--- src/rtl/mac_pkg.sv ---
// Shared definitions for the neuron datapath: sequencer state encodings, mac width
// default, mac accumulation sizing rule and the golden quantize model.
package mac_pkg;

    localparam int MAC_WIDTH = 8;

    localparam logic [2:0] ST_IDLE    = 3'd0;
    localparam logic [2:0] ST_CLEAR   = 3'd1;
    localparam logic [2:0] ST_RUN     = 3'd2;
    localparam logic [2:0] ST_FLUSH   = 3'd3;
    localparam logic [2:0] ST_CAPTURE = 3'd4;
    localparam logic [2:0] ST_DONE    = 3'd5;
    localparam logic [2:0] ST_BIAS    = 3'd6;

    // The mac must absorb every RUN beat plus the flush beat (and the bias beat when enabled).
    function automatic int macAccumulations(input int maxLen);
`ifdef MAC_SEQ_BIAS_EN
        return maxLen + 2;
`else
        return maxLen + 1;
`endif
    endfunction

    // Saturating quantizer: totals above the result range clip to all-ones.
    function automatic logic [MAC_WIDTH-1:0] quantize(input logic [31:0] total);
        if (total > 32'((1 << MAC_WIDTH) - 1))
            return '1;
        return total[MAC_WIDTH-1:0];
    endfunction

endpackage

--- src/rtl/mac_sequencer.sv ---
// Drives one mac through a single dot-product job: clear, stream len products, flush, capture.
// Define MAC_SEQ_BIAS_EN to add a bias port and a BIAS beat between RUN and FLUSH.
module mac_sequencer
    import mac_pkg::*;
#(
    parameter int WIDTH   = MAC_WIDTH,
    parameter int MAX_LEN = 16,
    parameter int ADDR_W  = $clog2(MAX_LEN),
    parameter int LEN_W   = $clog2(MAX_LEN + 1)
) (
    input  logic              clk,
    input  logic              reset,
    input  logic              start,
    input  logic [LEN_W-1:0]  len,
`ifdef MAC_SEQ_BIAS_EN
    input  logic [WIDTH-1:0]  bias,
`endif
    output logic              busy,
    output logic              rd_en,
    output logic [ADDR_W-1:0] rd_addr,
    input  logic [WIDTH-1:0]  act_data,
    input  logic [WIDTH-1:0]  wt_data,
    output logic              mac_clear,
    output logic              mac_enable,
    output logic [WIDTH-1:0]  mac_a,
    output logic [WIDTH-1:0]  mac_b,
    input  logic [WIDTH-1:0]  mac_out,
    output logic [WIDTH-1:0]  result,
    output logic              result_valid,
    input  logic              result_ready
);

    logic [2:0]        state_q, state_d;
    logic [LEN_W-1:0]  len_q, len_d;
    logic [LEN_W-1:0]  beat_q, beat_d;
    logic [ADDR_W-1:0] addr_q;
    logic [WIDTH-1:0]  result_q, result_d;
    logic              mac_clear_q;
    logic [LEN_W-1:0]  beatNext;
    logic [LEN_W-1:0]  lenClamped;
`ifdef MAC_SEQ_BIAS_EN
    logic [WIDTH-1:0]  bias_q, bias_d;
`endif

    assign beatNext   = beat_q + 1'b1;
    assign lenClamped = (len > LEN_W'(MAX_LEN)) ? LEN_W'(MAX_LEN) : len;

    always_comb begin
        state_d  = state_q;
        len_d    = len_q;
        beat_d   = beat_q;
        result_d = result_q;
`ifdef MAC_SEQ_BIAS_EN
        bias_d   = bias_q;
`endif
        case (state_q)
            ST_IDLE: begin
                if (start) begin
                    state_d = ST_CLEAR;
                    len_d   = lenClamped;
                    beat_d  = '0;
`ifdef MAC_SEQ_BIAS_EN
                    bias_d  = bias;
`endif
                end
            end
            ST_CLEAR: begin
                beat_d  = '0;
                state_d = (len_q != '0) ? ST_RUN : ST_FLUSH;
            end
            ST_RUN: begin
                if (beatNext == len_q) begin
`ifdef MAC_SEQ_BIAS_EN
                    state_d = ST_BIAS;
`else
                    state_d = ST_FLUSH;
`endif
                end else begin
                    beat_d = beatNext;
                end
            end
`ifdef MAC_SEQ_BIAS_EN
            ST_BIAS:    state_d = ST_FLUSH;
`endif
            ST_FLUSH:   state_d = ST_CAPTURE;
            ST_CAPTURE: begin
                result_d = mac_out;
                state_d  = ST_DONE;
            end
            ST_DONE: begin
                if (result_ready)
                    state_d = ST_IDLE;
            end
            default:    state_d = ST_IDLE;
        endcase
    end

    // Reads run one beat ahead of the mac; the address holds its last value once reads stop.
    always_comb begin
        rd_en   = 1'b0;
        rd_addr = addr_q;
        if (state_q == ST_CLEAR && len_q != '0) begin
            rd_en   = 1'b1;
            rd_addr = '0;
        end else if (state_q == ST_RUN && beatNext < len_q) begin
            rd_en   = 1'b1;
            rd_addr = ADDR_W'(beatNext);
        end
    end

    always_comb begin
        mac_enable = 1'b0;
        mac_a      = '0;
        mac_b      = '0;
        case (state_q)
            ST_RUN: begin
                mac_enable = 1'b1;
                mac_a      = act_data;
                mac_b      = wt_data;
            end
`ifdef MAC_SEQ_BIAS_EN
            ST_BIAS: begin
                mac_enable = 1'b1;
                mac_a      = bias_q;
                mac_b      = WIDTH'(1);
            end
`endif
            ST_FLUSH:  mac_enable = 1'b1;
            default:   mac_enable = 1'b0;
        endcase
    end

    // mac_clear comes straight from a flop so the mac reset input never sees a glitch.
    always_ff @(posedge clk or posedge reset) begin
        if (reset) begin
            state_q     <= ST_IDLE;
            len_q       <= '0;
            beat_q      <= '0;
            addr_q      <= '0;
            result_q    <= '0;
            mac_clear_q <= 1'b0;
`ifdef MAC_SEQ_BIAS_EN
            bias_q      <= '0;
`endif
        end else begin
            state_q     <= state_d;
            len_q       <= len_d;
            beat_q      <= beat_d;
            addr_q      <= rd_addr;
            result_q    <= result_d;
            mac_clear_q <= (state_d == ST_CLEAR);
`ifdef MAC_SEQ_BIAS_EN
            bias_q      <= bias_d;
`endif
        end
    end

    assign busy         = (state_q != ST_IDLE);
    assign result_valid = (state_q == ST_DONE);
    assign result       = result_q;
    assign mac_clear    = mac_clear_q;

endmodule
--- config.mk ---
export PLATFORM = sky130hd
export DESIGN_NAME = mac_sequencer
export DESIGN_NICKNAME = d
export VERILOG_FILES = /design/src/rtl/mac_pkg.sv /design/src/rtl/mac_sequencer.sv
export SDC_FILE = /design/constraint.sdc
export NUM_CORES = 1
export LEC_CHECK = 0
export CORE_MARGIN = 5
export CORE_UTILIZATION = 40
export DETAILED_ROUTE_END_ITERATION = 8
export PLACE_DENSITY = 0.84
export SYNTH_ARGS = -nofsm -noshare
export SYNTH_HDL_FRONTEND = slang
export SYNTH_SLANG_ARGS = --single-unit
--- constraint.sdc ---
create_clock -name clk -period 5.11 [get_ports clk]
set_clock_uncertainty 0.1 [all_clocks]
set_input_delay 0.7665 -clock clk [delete_from_list [all_inputs] [get_ports clk]]
set_output_delay 0.7665 -clock clk [all_outputs]
set_load 0.005 [all_outputs]
**After elaboration in Yosys (flattened, before gate mapping)**

Index checks and enable logic that the tools add are counted.
W data, S select, Z words.

- Register bits: 26
- Word-level logic and storage cells: 43
- Output and inout bits: 33

- Add/sub/neg operators: 1
- Muxes and demuxes: 16
- Equal/unequal tests: 9
- Reduce and logical (&&, ||, !) cells: 9
- $lt $le $gt $ge: 2

Operators by type and width:

| cell | count |
|---|---|
| $pmux W3 S6 | 1 |
| $mux W8 | 2 |
| $mux W5 | 3 |
| $pmux W5 S3 | 1 |
| $mux W3 | 3 |
| $mux W4 | 2 |
| $eq A3 B1 Y1 const B | 2 |
| $eq A3 B2 Y1 const B | 2 |
| $eq A3 B3 Y1 const B | 2 |
| $reduce_bool A3 Y1 | 2 |
| $add A5 B1 Y5 const B | 1 |
| $eq A5 B5 Y1 | 1 |
| $gt A5 B5 Y1 const B | 1 |
| $lt A5 B5 Y1 | 1 |
| $reduce_bool A5 Y1 | 1 |
| $mux W1 | 4 |
| $ne A2 B2 Y1 const B | 2 |
| $logic_not A3 Y1 | 1 |
| $reduce_and A3 Y1 | 1 |
| $logic_and A1 B1 Y1 | 2 |
| $reduce_and A2 Y1 | 1 |
| $reduce_or A2 Y1 | 1 |

**Logic depth before layout (Yosys ltp)**

Gate-level depths: netlist (run 1).

- Word-level depth: 5
- Mapped depth: 9
- Depth with buffers taken out: 8

**Worst setup path after synthesis (run 1)**

OpenSTA, ideal clock, no wires.

- Path type: reg2out
- From: register beat_q[0]
- To: output rd_addr[0]
- Slack: 2.405 ns
- Required time: 4.243 ns
- Cell stages (with the launch flop): 9
- Data arrival time: 1.838 ns
- Buffers on the path: 0
- Path through: dfrtp_1 > ha_1 > xnor2_1 > inv_1 > ha_1 > a21o_2 > a211oi_1 > nand2_1 > o21ai_1

- Cells in the longest elaborated chain, start to end: 5

Ends and longest elaborated chain:

| item | line | source |
|---|---|---|
| start, declared | mac_sequencer.sv:35 | `logic [LEN_W-1:0] beat_q, beat_d;` |
| start signal, assigned | mac_sequencer.sv:148 | `beat_q <= beat_d;` |
| $add A5 B1 Y5 * | mac_sequencer.sv:45 | `assign beatNext = beat_q + 1'b1;` |
| $lt A5 B5 Y1 | mac_sequencer.sv:105 | `end else if (state_q == ST_RUN && beatNext < len_q) begin` |
| $logic_and A1 B1 Y1 | mac_sequencer.sv:105 |  |
| $mux W4 * | mac_sequencer.sv:105 |  |
| $mux W4 * | mac_sequencer.sv:102 | `if (state_q == ST_CLEAR && len_q != '0) begin` |
| end, declared | mac_sequencer.sv:20 | `output logic [ADDR_W-1:0] rd_addr,` |

Mark *: on every way between the ends. The rest lies on a longest branch, timed or not.

**Worst setup path in the final report (run 1)**

- From: register beat_q[0]
- To: output rd_addr[3]

Same word-level chain as after synthesis.

==> results.ini, run 1 <==
[outcome]
status = finished clean

[final_layout]
drive_gt1_share_pct = 8.33
final_nets = 244
finish.utilization_pct = 62.9
area.growth.synth_to_final_pct = 49.8
fillerInstances = 276
antennaDiodeCount = 0

[sta]
final_max_slew_viol_count = 0
layout_worst_path_cycle_share_pct = 74.6
max_freq_mhz = 262
max-slew-margin-rel_pct = 36.4
hold_slack_ns = 0.421
setup-tns-final_ns = 0
worst-slew-pin-transition_ns = 0.954
setup_viol_count_final = 0
finalWorstPathRequiredPeriod_ns = 3.81
rsz_0062_raised_after_global_routing = no
timing.final.hold_violations = 0

[placed_design]
portBuffers = 65
place.detailed.hpwl_um = 2830
globalplace.congestion = 0.882

[routing]
dr.first_iter.drc_count = 62
num_vias = 1202
via_per_inst = 4.81
overall_routed_net_length_um = 3470
ant_nets = 0
drtPass1Iterations = 4
drc = 0
detail_route.wl_per_cell_um = 13.9

[synth]
yosys-mux-area-fraction_pct = 6.33
syn-num-nets = 180
synth_adder_area_share_pct = 5.27
synth_sequential_area_ratio_pct = 45.7
netlist_top_cells_area = sky130_fd_sc_hd__dfrtp_1 (46%), sky130_fd_sc_hd__and2_1 (7.0%), sky130_fd_sc_hd__mux2_2 (6.3%)
synth_top_family_by_area = simple AND/OR/NAND/NOR gates
yosysTopAreaCellShare_pct = 45.7
yosys_warnings = 0
netlist_instances = 141
synth-compound-area-share_pct = 13.8
synth_largest_area_cell = sky130_fd_sc_hd__dfrtp_1
avgSynthCellArea_um2 = 10.1
post_synth_xor_area_fraction_pct = 2.46
synth_simple_gate_area_share_pct = 21.4
synthDistinctLibCells = 36
yosys_register_bits = 26
cell_area_after_synthesis_um2 = 1420

[cts]
cts.hold.buffers_added = 0
cts_resized = 0
post_cts.repair.setup_buffers = 0
clkSinkCount = 26
clock_tree.buffer_depth = 2
cts-buffers-inserted = 3
clk_transition_reported_paths_ns = 0.14
insertion_delay_ns = 0.32
cts_root_buffer_type = sky130_fd_sc_hd__clkbuf_4
cts_tree = built
htree_levels = 1

[die]
rows = 21
die_height_um = 69.7
initial_utilization_pct = 42.0
fp.dieArea_um2 = 4850
dieWidth_um = 69.7
core_region_area_um2 = 3390
design.portCount = 66

[global_routing]
grt_first_pass_wirelength_um = 5920
grt_start_max_net_pins = 27
grt_pass1_vias = 1212
grt.total_usage_pct = 14.9
initial_antenna_violation_count = 0
overflow = 0

[worst_setup_path]
timing.critical_path.required_ns = 4.24
ff2ff_setup_slack_ns = 2.67
crit_path_class = flop to output port
worstSetupStartpointType = flop
worst-path-max-fanout = 6
worst-endpoint-arrival_ns = 2.94
worstSetupEndpointType = output port

[worst_hold_path]
worstHoldPathType = flop to flop

[pwr]
leakage_power_total_nw = 0.930
power.total_mw = 1.02
ir_drop_uv = 219
pwr_density_cell_nw_per_um2 = 477

[run]
cap_violations = 0

==> cell type report <==
class | count | area (um2) | area share [%]
Inverter | 10 | 37.5 | 1.76
Multi-Input combinational cell | 99 | 701 | 32.8
Clock buffer | 4 | 36.3 | 1.70
Sequential cell | 26 | 651 | 30.5
Tap cell | 46 | 57.6 | 2.70
Timing Repair Buffer | 65 | 651 | 30.5
==> placed cells by master (no fill, tap or decap), types with 2 or more instances in the layout <==
cell                              count
sky130_fd_sc_hd__nand3_1              4
sky130_fd_sc_hd__o21ai_1              4
sky130_fd_sc_hd__o21ai_0             10
sky130_fd_sc_hd__a211o_1              2
sky130_fd_sc_hd__inv_1               10
sky130_fd_sc_hd__a211oi_1             2
sky130_fd_sc_hd__o31ai_1              2
sky130_fd_sc_hd__nand2_1             11
sky130_fd_sc_hd__dfrtp_1             26
sky130_fd_sc_hd__a21o_1               2
sky130_fd_sc_hd__and2_1              16
sky130_fd_sc_hd__ha_1                 6
sky130_fd_sc_hd__nand4b_1             3
sky130_fd_sc_hd__o211ai_1             4
sky130_fd_sc_hd__clkdlybuf4s50_1     65
sky130_fd_sc_hd__mux2_2               8
sky130_fd_sc_hd__nor2b_1              2
sky130_fd_sc_hd__nor3_1               4
sky130_fd_sc_hd__a21o_2               2
sky130_fd_sc_hd__nor3b_1              2
sky130_fd_sc_hd__xnor2_1              3
sky130_fd_sc_hd__clkbuf_4             3
==> layer usage <==
| layer | vias up | part of all wire [%] | global-route usage [%] |
|---|---|---|---|
| li1 | 618 | - | - |
| met1 | 557 | 44 | 19.0 |
| met2 | 25 | 52 | 25.4 |
| met3 | 2 | 4.2 | 3.48 |
| met4 | 0 | 0.40 | 3.83 |
| met5 | - | 0 | 0 |
==> cell usage after synthesis, drive strengths merged <==
library cell,instances
a21o,4
or4,1
and2,16
inv,10
nor2,1
or3b,1
nand4b,3
o21a,1
a211o,2
buf,4
and3,2
nand2b,1
dfrtp,26
clkbuf,2
nor3,4
nor3b,3
xor2,1
nor2b,2
a211oi,2
o31ai,2
ha,6
and2b,1
nand4,1
xnor2,3
nand3,4
o32ai,1
mux2,8
o211ai,4
o21ai,14
nand2,11
==> logic make-up (layout without fill, tap and decap cells) <==
family | count (synthesis) | count (layout)
simple gates | 51 | 51
compound gates | 30 | 30
flops | 26 | 26
buf+inv | 16 | 79
mux | 8 | 8
fa+ha+maj | 6 | 6
xor+xnor | 4 | 4
==> critical path, stage by stage, from the launching register on <==
cell	delay, ns
sky130_fd_sc_hd__dfrtp_1	0.47
sky130_fd_sc_hd__nand3_1	0.11
sky130_fd_sc_hd__xor2_1	0.27
sky130_fd_sc_hd__inv_1	0.08
sky130_fd_sc_hd__ha_1	0.29
sky130_fd_sc_hd__a21o_2	0.23
sky130_fd_sc_hd__a211oi_1	0.28
sky130_fd_sc_hd__nand2_1	0.15
sky130_fd_sc_hd__o21ai_1	0.20
sky130_fd_sc_hd__clkdlybuf4s50_1	0.53
==> sequential cells by signal, indices dropped and copies added, names as in the netlist <==
name / flops
result: 8
beat_q: 5
len_q: 5
addr_q: 4
state_q: 3
mac_clear: 1
==> path summary, 6_finish.rpt <==
kind                                       start                     to  depth (start not counted)
max                        beat_q[0]$_DFFE_PP0P_             rd_addr[3]                          9
min                        result[6]$_DFFE_PP0N_  result[6]$_DFFE_PP0N_                          1
max reg2reg                beat_q[0]$_DFFE_PP0P_  beat_q[2]$_DFFE_PP0P_                          7
min reg2reg                result[6]$_DFFE_PP0N_  result[6]$_DFFE_PP0N_                          1
max in group asynchronous                  reset    addr_q[0]$_DFF_PP0_                          2
min in group asynchronous                  reset  result[3]$_DFFE_PP0N_                          2
==> per-stage QoR <==
stage                     cell area (um2)  cells  setup slack (ns)
final                                2130    250              1.30
after detailed placement             2100    246              1.69
after CTS                            2130    250              1.31
after global routing                 2130    250              1.10
after floorplan                      1420    141              2.41
after global placement               2100    246              1.79
==> power breakdown <==
part / switching, mW / internal, mW
Clock: 0.0584 / 0.0436
Combinational: 0.241 / 0.328
Sequential: 0.0651 / 0.281
Total: 0.365 / 0.652
Note: power is estimated with default switching activity, not from simulation.
==> run 2: changes to the inputs <==
--- a/config.mk
+++ b/config.mk
@@ -6,9 +6,9 @@
 export NUM_CORES = 1
 export LEC_CHECK = 0
 export CORE_MARGIN = 5
-export CORE_UTILIZATION = 40
+export CORE_UTILIZATION = 37
 export DETAILED_ROUTE_END_ITERATION = 8
-export PLACE_DENSITY = 0.84
+export PLACE_DENSITY = 0.82
 export SYNTH_ARGS = -nofsm -noshare
 export SYNTH_HDL_FRONTEND = slang
 export SYNTH_SLANG_ARGS = --single-unit
==> constraint.sdc (replaced) <==
create_clock -name clk -period 3.1 [get_ports clk]
set_clock_uncertainty 0.1 [all_clocks]
set_input_delay 0.465 -clock clk [delete_from_list [all_inputs] [get_ports clk]]
set_output_delay 0.465 -clock clk [all_outputs]
set_load 0.005 [all_outputs]
==> results.ini, run 2 (synthesis results as in run 1) <==
[sta]
postLayoutSetupSlackWorst_ns = 0.0336
max_freq_mhz = 326
setup_viol_count_final = 0
hold_slack_ns = 0.418
max-slew-margin-rel_pct = 58.6
final_max_slew_viol_count = 0
worst-slew-pin-transition_ns = 0.616
timing.final.hold_violations = 0
setup-tns-final_ns = 0
finalWorstPathRequiredPeriod_ns = 3.07
rsz_0062_raised_after_global_routing = yes
layout_worst_path_cycle_share_pct = 98.9

[routing]
drtPass1Iterations = 4
num_vias = 1297
detail_route.wirelength.met1_um = 1720
detail_route.wl_per_cell_um = 15.1
ant_nets = 0
overall_routed_net_length_um = 4030
drc = 0
met3_wirelength_um = 209
met2_length_um = 2040
top_layer_used = met4
via_per_inst = 4.86
dr.first_iter.drc_count = 76

[die]
rows = 22
fp.dieArea_um2 = 5190
initial_utilization_pct = 38.6
core_region_area_um2 = 3690
die_height_um = 72.0
dieWidth_um = 72.0
design.portCount = 66

[cts]
cts_tree = built
clock_tree.buffer_depth = 2
insertion_delay_ns = 0.27
cts_root_buffer_type = sky130_fd_sc_hd__clkbuf_8
cts-buffers-inserted = 3
htree_levels = 1
cts.hold.buffers_added = 0
clk_transition_reported_paths_ns = 0.08
clkSinkCount = 26

[final_layout]
antennaDiodeCount = 0
area_of_combinational_cells_with_multiple_inputs_um2 = 813
largest_register_ff_count = 8
layout_commonest_cell = sky130_fd_sc_hd__clkdlybuf4s50_1
area.growth.synth_to_final_pct = 67.7
drive_gt1_share_pct = 22.4
finalNonFillerCells = 267
finish.utilization_pct = 64.7
final_nets = 259
layout.area.seq_um2 = 653
fillerInstances = 289
mostFrequentLayoutCells = sky130_fd_sc_hd__clkdlybuf4s50_1 (60), sky130_fd_sc_hd__dfrtp_1 (24), sky130_fd_sc_hd__and2_1 (16)
non_filler_cell_area_final_um2 = 2390

[worst_hold_path]
hold_start = result[5]$_DFFE_PP0N_
hold_depth = 1
worstHoldEndpoint = result[5]$_DFFE_PP0N_
worstHoldPathType = flop to flop

[pwr]
power.total_mw = 1.95
netSwitchingFraction_pct = 36.2
combPwrFrac_pct = 61.0
clock_power_share_pct = 11.0
ir_drop_uv = 433
power.sequential.fraction_pct = 28.0
pwr_density_cell_nw_per_um2 = 819
internal-power_mw = 1.25
total_switching_power_mw = 0.707
leakage_power_total_nw = 1.08

[worst_setup_path]
worstSetupStartpointType = flop
crit_path_class = flop to output port
worstSetupEndpointType = output port
worst_r2r_endpoint = addr_q[0]$_DFF_PP0_
worst-path-max-fanout = 4
ff2ff_setup_slack_ns = 0.67
timing.critical_path.required_ns = 2.53
worst-endpoint-arrival_ns = 2.50
ff2ff_path_depth = 11
r2r_startpoint = beat_q[0]$_DFFE_PP0P_
setup.worst_path.start = beat_q[0]$_DFFE_PP0P_

[outcome]
status = finished clean

[placed_design]
placed_area_um2 = 2140
place.detailed.hpwl_um = 2780
globalplace.congestion = 0.809
numPlacedInstances = 254
dp_slack_ns = -0.0140
portBuffers = 65

[global_routing]
overflow = 0
grt_pass1_vias = 1296
initial_antenna_violation_count = 0
grt_first_pass_wirelength_um = 5910
grt.total_usage_pct = 14.5
grt_start_max_net_pins = 27

[run]
cap_violations = 0

## run 2: metal layers
| layer | GRT usage [%] | vias up |
|---|---|---|
| li1 | - | 648 |
| met5 | 0 | - |
| met2 | 24.6 | 40 |
| met3 | 3.32 | 8 |
| met1 | 17.9 | 601 |
| met4 | 5.85 | 0 |
## run 2: power by group through the flow
stage	sequential (mW)	combinational (mW)	clock (mW)
after floorplan	0.532	0.544	0
after global placement	0.540	0.987	0
after detailed placement	0.546	1.01	0
after CTS	0.542	1.07	0.220
after global routing	0.564	1.29	0.231
final	0.547	1.19	0.215
## run 2: worst max-delay path, stage by stage (launching register included)
cell and delay (ns):
sky130_fd_sc_hd__dfrtp_2 0.42, sky130_fd_sc_hd__ha_4 0.18, sky130_fd_sc_hd__nand3_2 0.10, sky130_fd_sc_hd__xnor2_2 0.23, sky130_fd_sc_hd__ha_4 0.25, sky130_fd_sc_hd__and3_4 0.20, sky130_fd_sc_hd__o21a_1 0.12, sky130_fd_sc_hd__buf_4 0.15
sky130_fd_sc_hd__buf_4 0.13, sky130_fd_sc_hd__o211ai_1 0.20, sky130_fd_sc_hd__o21ai_2 0.10, sky130_fd_sc_hd__buf_2 0.14
## run 2: area by class of cell
class,instances,share of cell area [%]
clock buffers,4,2.31
inverters,10,1.57
multi-input cells,99,34.1
flip-flops and latches,26,27.4
well taps,48,2.52
repair buffers,80,32.2
## run 2: repair_timing
item                                    CTS  global route
buffers inserted                          5             4
pin swaps                                 6            11
endpoints found under the setup margin    5             5
gates resized for setup                   9            21
cloned                                    0             0
## run 2: how the worst max path moves through the flow
stage	to	slack, ns	cells past startpoint
final	rd_addr[0]	0.03	11
after floorplan	rd_addr[0]	0.70	8
after global placement	rd_addr[0]	0.02	9
after global routing	rd_addr[0]	-0.05	10
after CTS	rd_addr[0]	-0.16	9
after detailed placement	rd_addr[0]	-0.01	9
==> run 3: changes to the inputs <==
--- a/config.mk
+++ b/config.mk
@@ -12,3 +12,4 @@
 export SYNTH_ARGS = -nofsm -noshare
 export SYNTH_HDL_FRONTEND = slang
 export SYNTH_SLANG_ARGS = --single-unit
+export TNS_END_PERCENT = 1
==> results.ini, run 3 (synthesis results as in run 1) <==
[pwr]
power.total_mw = 1.86
pwr_density_cell_nw_per_um2 = 812
ir_drop_uv = 428
leakage_power_total_nw = 1.05

[placed_design]
dp_slack_ns = -0.0140
placed_area_um2 = 2140
portBuffers = 65
globalplace.congestion = 0.809
place.detailed.hpwl_um = 2780

[die]
core_region_area_um2 = 3690
dieWidth_um = 72.0
initial_utilization_pct = 38.6
rows = 22
design.portCount = 66
fp.dieArea_um2 = 5190
die_height_um = 72.0

[routing]
drc = 0
drtPass1Iterations = 4
via_per_inst = 4.87
num_vias = 1282
ant_nets = 0
dr.first_iter.drc_count = 57
overall_routed_net_length_um = 3710
detail_route.wl_per_cell_um = 14.1

[worst_hold_path]
hold_depth = 2
worstHoldPathType = flop to flop
hold_start = beat_q[4]$_DFFE_PP0P_
worstHoldEndpoint = beat_q[4]$_DFFE_PP0P_

[worst_setup_path]
worstSetupStartpointType = flop
worst_r2r_endpoint = beat_q[0]$_DFFE_PP0P_
worstSetupEndpointType = output port
ff2ff_path_depth = 8
ff2ff_setup_slack_ns = 0.77
timing.critical_path.slowest_stage_cell = sky130_fd_sc_hd__clkdlybuf4s50_1
timing.critical_path.required_ns = 2.53
crit_path_class = flop to output port
worst-endpoint-arrival_ns = 2.52
crit_chain = nand3_1, xor2_1, inv_1, ha_4, a21o_2, a211oi_2, nand2_2, nand2_1, clkdlybuf4s50_1
r2r_startpoint = beat_q[0]$_DFFE_PP0P_
worst-path-max-fanout = 4
timing.critical_path.slowest_cell_delay_ns = 0.50

[final_layout]
mostFrequentLayoutCells = sky130_fd_sc_hd__clkdlybuf4s50_1 (61), sky130_fd_sc_hd__dfrtp_1 (24), sky130_fd_sc_hd__and2_1 (16)
layout_commonest_cell = sky130_fd_sc_hd__clkdlybuf4s50_1
drive_gt1_share_pct = 17.7
final_nets = 255
area.growth.synth_to_final_pct = 60.9
largest_register_ff_count = 8
non_filler_cell_area_final_um2 = 2290
antennaDiodeCount = 0

[cts]
cts-buffers-inserted = 3
clkSinkCount = 26
cts_tree = built
cts.hold.buffers_added = 0
insertion_delay_ns = 0.27
clock_tree.buffer_depth = 2
clk_transition_reported_paths_ns = 0.08
cts_root_buffer_type = sky130_fd_sc_hd__clkbuf_8
htree_levels = 1

[sta]
timing.final.hold_violations = 0
layout_worst_path_cycle_share_pct = 99.4
worst-slew-pin-transition_ns = 0.616
finalWorstPathRequiredPeriod_ns = 3.08
max_freq_mhz = 325
rsz_0062_raised_after_global_routing = yes
max-slew-margin-rel_pct = 58.6
hold_slack_ns = 0.416
final_max_slew_viol_count = 0
setup_viol_count_final = 0
setup-tns-final_ns = 0
postLayoutSetupSlackWorst_ns = 0.0192

[outcome]
status = finished clean

[global_routing]
overflow = 0
grt_first_pass_wirelength_um = 5820
initial_antenna_violation_count = 0
grt_start_max_net_pins = 27
grt_pass1_vias = 1274
grt.total_usage_pct = 14.3

[run]
cap_violations = 0

==> run 3: area by class of cell <==
class,instances,area (um2)
clock buffer,4,55.1
sequential,26,653
tap,48,60.1
multi-input combinational,99,746
fill,310,1400
timing repair buffer,76,739
inverter,10,37.5
==> run 3: how the worst max path moves through the flow <==
stage,startpoint,end,slack [ns],cells past startpoint
global placement,beat_q[0]$_DFFE_PP0P_,rd_addr[0],0.02,9
floorplan,beat_q[0]$_DFFE_PP0P_,rd_addr[0],0.70,8
global route,beat_q[0]$_DFFE_PP0P_,rd_en,-0.1,8
finish,beat_q[2]$_DFFE_PP0P_,rd_en,0.02,9
detailed placement,beat_q[0]$_DFFE_PP0P_,rd_addr[0],-0.01,9
CTS,beat_q[0]$_DFFE_PP0P_,rd_addr[0],-0.22,9
==> run 3: report_power, final <==
part | leakage, nW | switching, mW | internal, mW
registers | 0.331 | 0.0756 | 0.466
clock network | 0.0288 | 0.0997 | 0.113
logic | 0.686 | 0.490 | 0.616
total | 1.05 | 0.665 | 1.19
==> run 3: per-layer routing <==
metal / vias to the layer above / part of all wire [%] / GRT usage [%]
li1: 642 / - / -
met1: 601 / 44 / 17.7
met2: 35 / 49 / 23.9
met3: 4 / 5.5 / 3.32
met4: 0 / 1.4 / 5.85
met5: - / 0 / 0
==> run 3: timing repair <==
item / CTS / global route
gates resized for setup: 8 / 8
setup endpoints to repair: 5 / 5
pin swaps: 3 / 4
setup buffers: 2 / 3
==> run 3: critical path: cells and delay by family, from the launching register on <==
kind	cells	cell delay, ns
buf+inv	2	0.60
compound gates	2	0.48
flops	1	0.44
simple gates	3	0.31
fa+ha+maj	1	0.22
xor+xnor	1	0.19
==> run 3: stage by stage <==
stage,util [%],instances
after global routing,62.1,263
after global placement,58.1,254
after CTS,60.5,260
after floorplan,-,141
final,62.1,263
after detailed placement,58.1,254
